$ cat config.mk
export PLATFORM = sky130hd
export DESIGN_NAME = calc_sequencer
export DESIGN_NICKNAME = d
export VERILOG_FILES = /design/src/rtl/calc_sequencer.sv
export SDC_FILE = /design/constraint.sdc
export NUM_CORES = 1
export LEC_CHECK = 0
export ABC_CLOCK_PERIOD_IN_PS = 2050
export CAP_MARGIN = 10
export CORE_MARGIN = 8
export CORE_UTILIZATION = 57
export CTS_CLUSTER_DIAMETER = 40
export DETAILED_ROUTE_END_ITERATION = 10
export DONT_BUFFER_PORTS = 1
export PLACE_DENSITY = 0.77
export SYNTH_ARGS = -nofsm -noshare
export SYNTH_HDL_FRONTEND = slang
export SYNTH_SLANG_ARGS = --single-unit
$ cat constraint.sdc
create_clock -name clk -period 2.05 [get_ports clk]
set_clock_uncertainty 0.1 [all_clocks]
set_input_delay 0.5125 -clock clk [delete_from_list [all_inputs] [get_ports clk]]
set_output_delay 0.5125 -clock clk [all_outputs]
set_load 0.01 [all_outputs]
$ cat src/rtl/calc_sequencer.sv
// Sequenced arithmetic unit: single-cycle add/sub, W-step shift-add multiply,
// registered result with a one-cycle done pulse and an error flag for the reserved op.
module calc_sequencer #(
    parameter int W = 4
) (
    input  logic           clk,
    input  logic           rst_n,
    input  logic           start,
    input  logic [1:0]     op,
    input  logic [W-1:0]   a,
    input  logic [W-1:0]   b,
    output logic           busy,
    output logic           done,
    output logic           err,
    output logic [2*W-1:0] result,
    output logic [1:0]     state_dbg
);

    // Handshake: start is a request sampled only while busy=0; everything else
    // about it is ignored. done pulses for one cycle while result/err are valid.

    typedef enum logic [1:0] {
        IDLE = 2'd0,
        EXEC = 2'd1,
        MUL  = 2'd2,
        DONE = 2'd3
    } state_t;

    localparam logic [1:0] OP_ADD = 2'b00;
    localparam logic [1:0] OP_SUB = 2'b01;
    localparam logic [1:0] OP_MUL = 2'b10;

    localparam int            CW   = (W > 1) ? $clog2(W) : 1;
    localparam logic [CW-1:0] LAST = CW'(W - 1);

    state_t         state, state_nx;
    logic [1:0]     op_q;
    logic [2*W-1:0] mcand;
    logic [W-1:0]   mplier;
    logic [2*W-1:0] acc;
    logic [2*W-1:0] acc_nx;
    logic [CW-1:0]  cnt;
    logic [W:0]     sum;
    logic [W:0]     diff;

    // mcand/mplier double as the latched operands for add and sub
    assign sum    = {1'b0, mcand[W-1:0]} + {1'b0, mplier};
    assign diff   = {1'b0, mcand[W-1:0]} - {1'b0, mplier};
    assign acc_nx = acc + (mplier[0] ? mcand : '0);

    always_ff @(posedge clk or negedge rst_n) begin
        if (!rst_n) state <= IDLE;
        else        state <= state_nx;
    end

    always_comb begin
        state_nx = state;
        case (state)
            IDLE: if (start) state_nx = (op == OP_MUL) ? MUL : EXEC;
            EXEC: state_nx = DONE;
            MUL:  if (cnt == LAST) state_nx = DONE;
            DONE: if (done) state_nx = IDLE;
            default: state_nx = IDLE;
        endcase
    end

    always_comb begin
        busy      = (state != IDLE);
        state_dbg = state;
    end

    always_ff @(posedge clk or negedge rst_n) begin
        if (!rst_n) begin
            op_q   <= '0;
            mcand  <= '0;
            mplier <= '0;
            acc    <= '0;
            cnt    <= '0;
            result <= '0;
            err    <= 1'b0;
            done   <= 1'b0;
        end else begin
            case (state)
                IDLE: begin
                    done <= 1'b0;
                    if (start) begin
                        op_q   <= op;
                        mcand  <= {{W{1'b0}}, a};
                        mplier <= b;
                        acc    <= '0;
                        cnt    <= '0;
                        err    <= 1'b0;
                    end
                end
                EXEC: begin
                    case (op_q)
                        OP_ADD:  result <= {{(W-1){1'b0}}, sum};
                        OP_SUB:  result <= {{W{diff[W]}}, diff[W-1:0]};
                        default: begin
                            result <= '0;
                            err    <= 1'b1;
                        end
                    endcase
                end
                MUL: begin
                    acc    <= acc_nx;
                    mcand  <= mcand << 1;
                    mplier <= mplier >> 1;
                    cnt    <= cnt + 1'b1;
                    if (cnt == LAST) result <= acc_nx;
                end
                DONE: begin
                    // first DONE cycle raises the pulse, second drops it on exit
                    done <= !done;
                end
                default: done <= 1'b0;
            endcase
        end
    end

endmodule

==> results.md <==
- Status: finished, violations left
- Failing checks: negative setup slack
- Arr. time, crit path: 2370 ps
- Switching part of the total: 43.9%
- Core area: 0.00391 mm²
- Htree depth: 2
- Synth cell count leaders: dfrtp_1 (36), nand2_1 (27), o21ai_0 (24)
- Syn Nets: 274
- Dominant synthesized flop cell: dfrtp_1
- Critical Path Source Type: flop
- Syn. warnings: 0
- Max-Cap Viols: 0
- Area share of the largest cell type after synthesis: around two fifths
- IO Pins: 26
- Area growth from synthesis to layout: 28.7%
- Met1 GRT Util: between 20 and 25%
- VDD IR max: 1150 µV
- Cell chain of the critical path: buf_4, ha_4, ha_4, fa_2, buf_6, a21o_4, a21oi_4, xnor2_2, a32oi_1, o21ai_1
- Part of the power in registers: 26.3%
- Normalized max-slew margin: 68.9%
- Min cycle time layout: ~2300 ps
- Clock Power Share: 13.1%
- Critical R2R Launch: mcand[0]$_DFFE_PN0P_
- Total chip power: roughly 4.7 mW
- Most common cell in the netlist: dfrtp_1
- DRT Wirelength: 5980 µm
- Mapped Avg Cell Area: 9.59 µm²
- HPWL Detailed: 3990 µm
- Worst hold path class: input port to flop
- Critical path's top delay family: adder cells
- M3 GR Usage: under 10%
- Die footprint: 0.00628 mm²
- Layout cells sized above 1: 29.2%
- Nets: 312
- Root Buffer: clkbuf_8
- Worst-margin pin slew: ~470 ps
- Num CTS Buffers: 5
- Req. time, crit path: about 2100 ps
- Highest clock rate: 436 MHz
- Top post-synthesis cells by area: dfrtp_1 (39%), ha_1 (12%), o21ai_0 (5.3%)
- Slowest cell on crit path: dfrtp_1
- Leak: 1.35 nW
- Clock Sinks: 36
- Grt peak-use layer: met2
- Register area share after synthesis: 39.5%
- CP endpoint kind: flop
- Synthesized instance count: 238
- Fin crit share: 112%
- Insertion delay to the later sink of the worst-skew pair: 290 ps
- Distinct cells, synth: 43
- Initial antenna violation count: 0
- Setup violations, final: 6
- Final hold violations: 0
- Vias per cell: ~6
- Largest area contributor in the netlist: dfrtp_1
- Clk slew on worst S/H paths: 70 ps
- Largest net degree at the start of global routing: 37
- Grt ovf: 0
- Combinational power share: 60.6%
- Mapped Area: about 0.0023 mm²
- Die width: around 80 µm
- Drt first pass iters: 5
- PortBufs: 0
- Vias in the first global route: 2026
- PwrDens: around 1600 mW/mm²
- Max Slew Vio Count: 0
- CTS tree: built
- Unrepaired setup endpoints after global routing: yes
- Final worst slack: -242 ps
- GR met2 Demand/Resource: 32.7%
- Tot GR Track Use: 19.2%
- Crit path from: mcand[0]$_DFFE_PN0P_
- Initial Util: 58.3%
- Worst path bufs/invs: 2
- Hold_sp: op[1]
- Std-Cell Rows: 23
- Bufs on Longest Clock Path: 2
- Crit Path Class: flop to flop
- Crit path max fanout: 3
- Slowest cell delay on critical path: 400 ps
- Psw: 2.07 mW
- Post-route ant nets: 0
- Starting DRC count in detailed routing: 107
- Vias post-DR: slightly below 2000
- Synth async-reset ratio: between 90% and 100%
- DRC Markers: 0
- DP Area: 0.00254 mm²
- Routed length per instance: roughly 18 µm
- Yosys reg bits: 36
- Critical Path Most Common Cell: ha_4
- Die Ht: 79.3 µm
- EDFF count, synth: 0
- Internal Pwr Total: about 2.7 mW
- Antenna cell count: 0
- Global-route wire length before repair: 9570 µm
- Finished Cell Area: slightly below 0.003 mm²
- Placer Congestion: 0.854
[timing repair]
action	in CTS	in global routing
pin swaps	13	19
hold buffers	2	0
endpoints found under the setup margin	6	12
endpoints found under the hold margin	36	0
cloned	0	0
gates resized for setup	17	19
buffers inserted	8	2
[per-layer routing]
metal  vias up  wire (µm)
met5         -          0
li1        929          -
met1       940       2450
met3        14        379
met2        52       2980
met4         0        171
[per-stage QoR]
step           setup slack (ps)  TNS [ps]  utilization (%)  std cells  hold WS, ps
6_report                   -242     -1190             75.0        327          269
5_1_grt                    -345     -1760             75.0        327          264
4_1_cts                    -220      -996             72.0        325          261
3_5_place_dp               -262      -823             64.9        307          118
3_3_place_gp               -296      -690             64.9        307          118
2_1_floorplan             -4.91     -6.57                -        238          117
[registers in the layout, summed over array words and instances (netlist names)]
signal and flops:
acc 8, cnt 2, done 1, err 1, mcand 8, mplier 4
op_q 2, result 8, state_dbg 2
[layout by cell type (no fill, tap or decap), types with 4 or more instances in the layout]
cell type and instances:
mux2i_1 7, o21ai_1 5, xor2_1 5, nand2_1 27, nand3_1 5, o211ai_1 4, ha_1 13, clkbuf_8 5
a21oi_1 12, and2_1 6, dfrtp_1 35, o21ai_0 19, a22o_1 8, ha_4 6, inv_1 12, nor2_1 6
buf_4 34
[kinds of logic after synthesis]
logic type | count (synthesis) | share of synthesized area [%]
AOI/OAI and AO/OA | 77 | 22.7
xor gates and xnor gates | 9 | 3.45
adders and majority gates | 23 | 13.3
buffers and inverters | 22 | 3.95
DFF | 36 | 39.5
muxes | 10 | 4.55
and+or+nand+nor | 61 | 12.6
[final timing paths]
kind | endpoint | depth (start not counted) | slack, ps
max in group asynchronous | mplier[0]$_DFFE_PN0P_ | 2 | 1070
max | result[4]$_DFFE_PN0P_ | 10 | -240
min | op_q[1]$_DFFE_PN0P_ | 1 | 270
min reg2reg | acc[5]$_DFFE_PN0P_ | 2 | 410
max reg2reg | result[4]$_DFFE_PN0P_ | 10 | -240
min in group asynchronous | mplier[3]$_DFFE_PN0P_ | 2 | 570
[final cells by class]
| class | count | area [µm²] |
|---|---|---|
| Multi-Input combinational cell | 180 | 1480 |
| Fill cell | 277 | 977 |
| Sequential cell | 36 | 902 |
| Timing Repair Buffer | 39 | 328 |
| Clock buffer | 6 | 72.6 |
| Tap cell | 50 | 62.6 |
| Inverter | 14 | 52.6 |
| Clock inverter | 2 | 35.0 |
[power groups by stage]
| stage | Combinational [mW] | Sequential, mW | Clock (mW) |
|---|---|---|---|
| floorplan | 1.52 | 1.21 | 0 |
| global placement | 2.20 | 1.25 | 0 |
| detailed placement | 2.26 | 1.26 | 0 |
| CTS | 2.55 | 1.23 | 0.630 |
| global route | 3.11 | 1.27 | 0.654 |
| finish | 2.87 | 1.24 | 0.619 |
(Power assumes the default switching activity.)
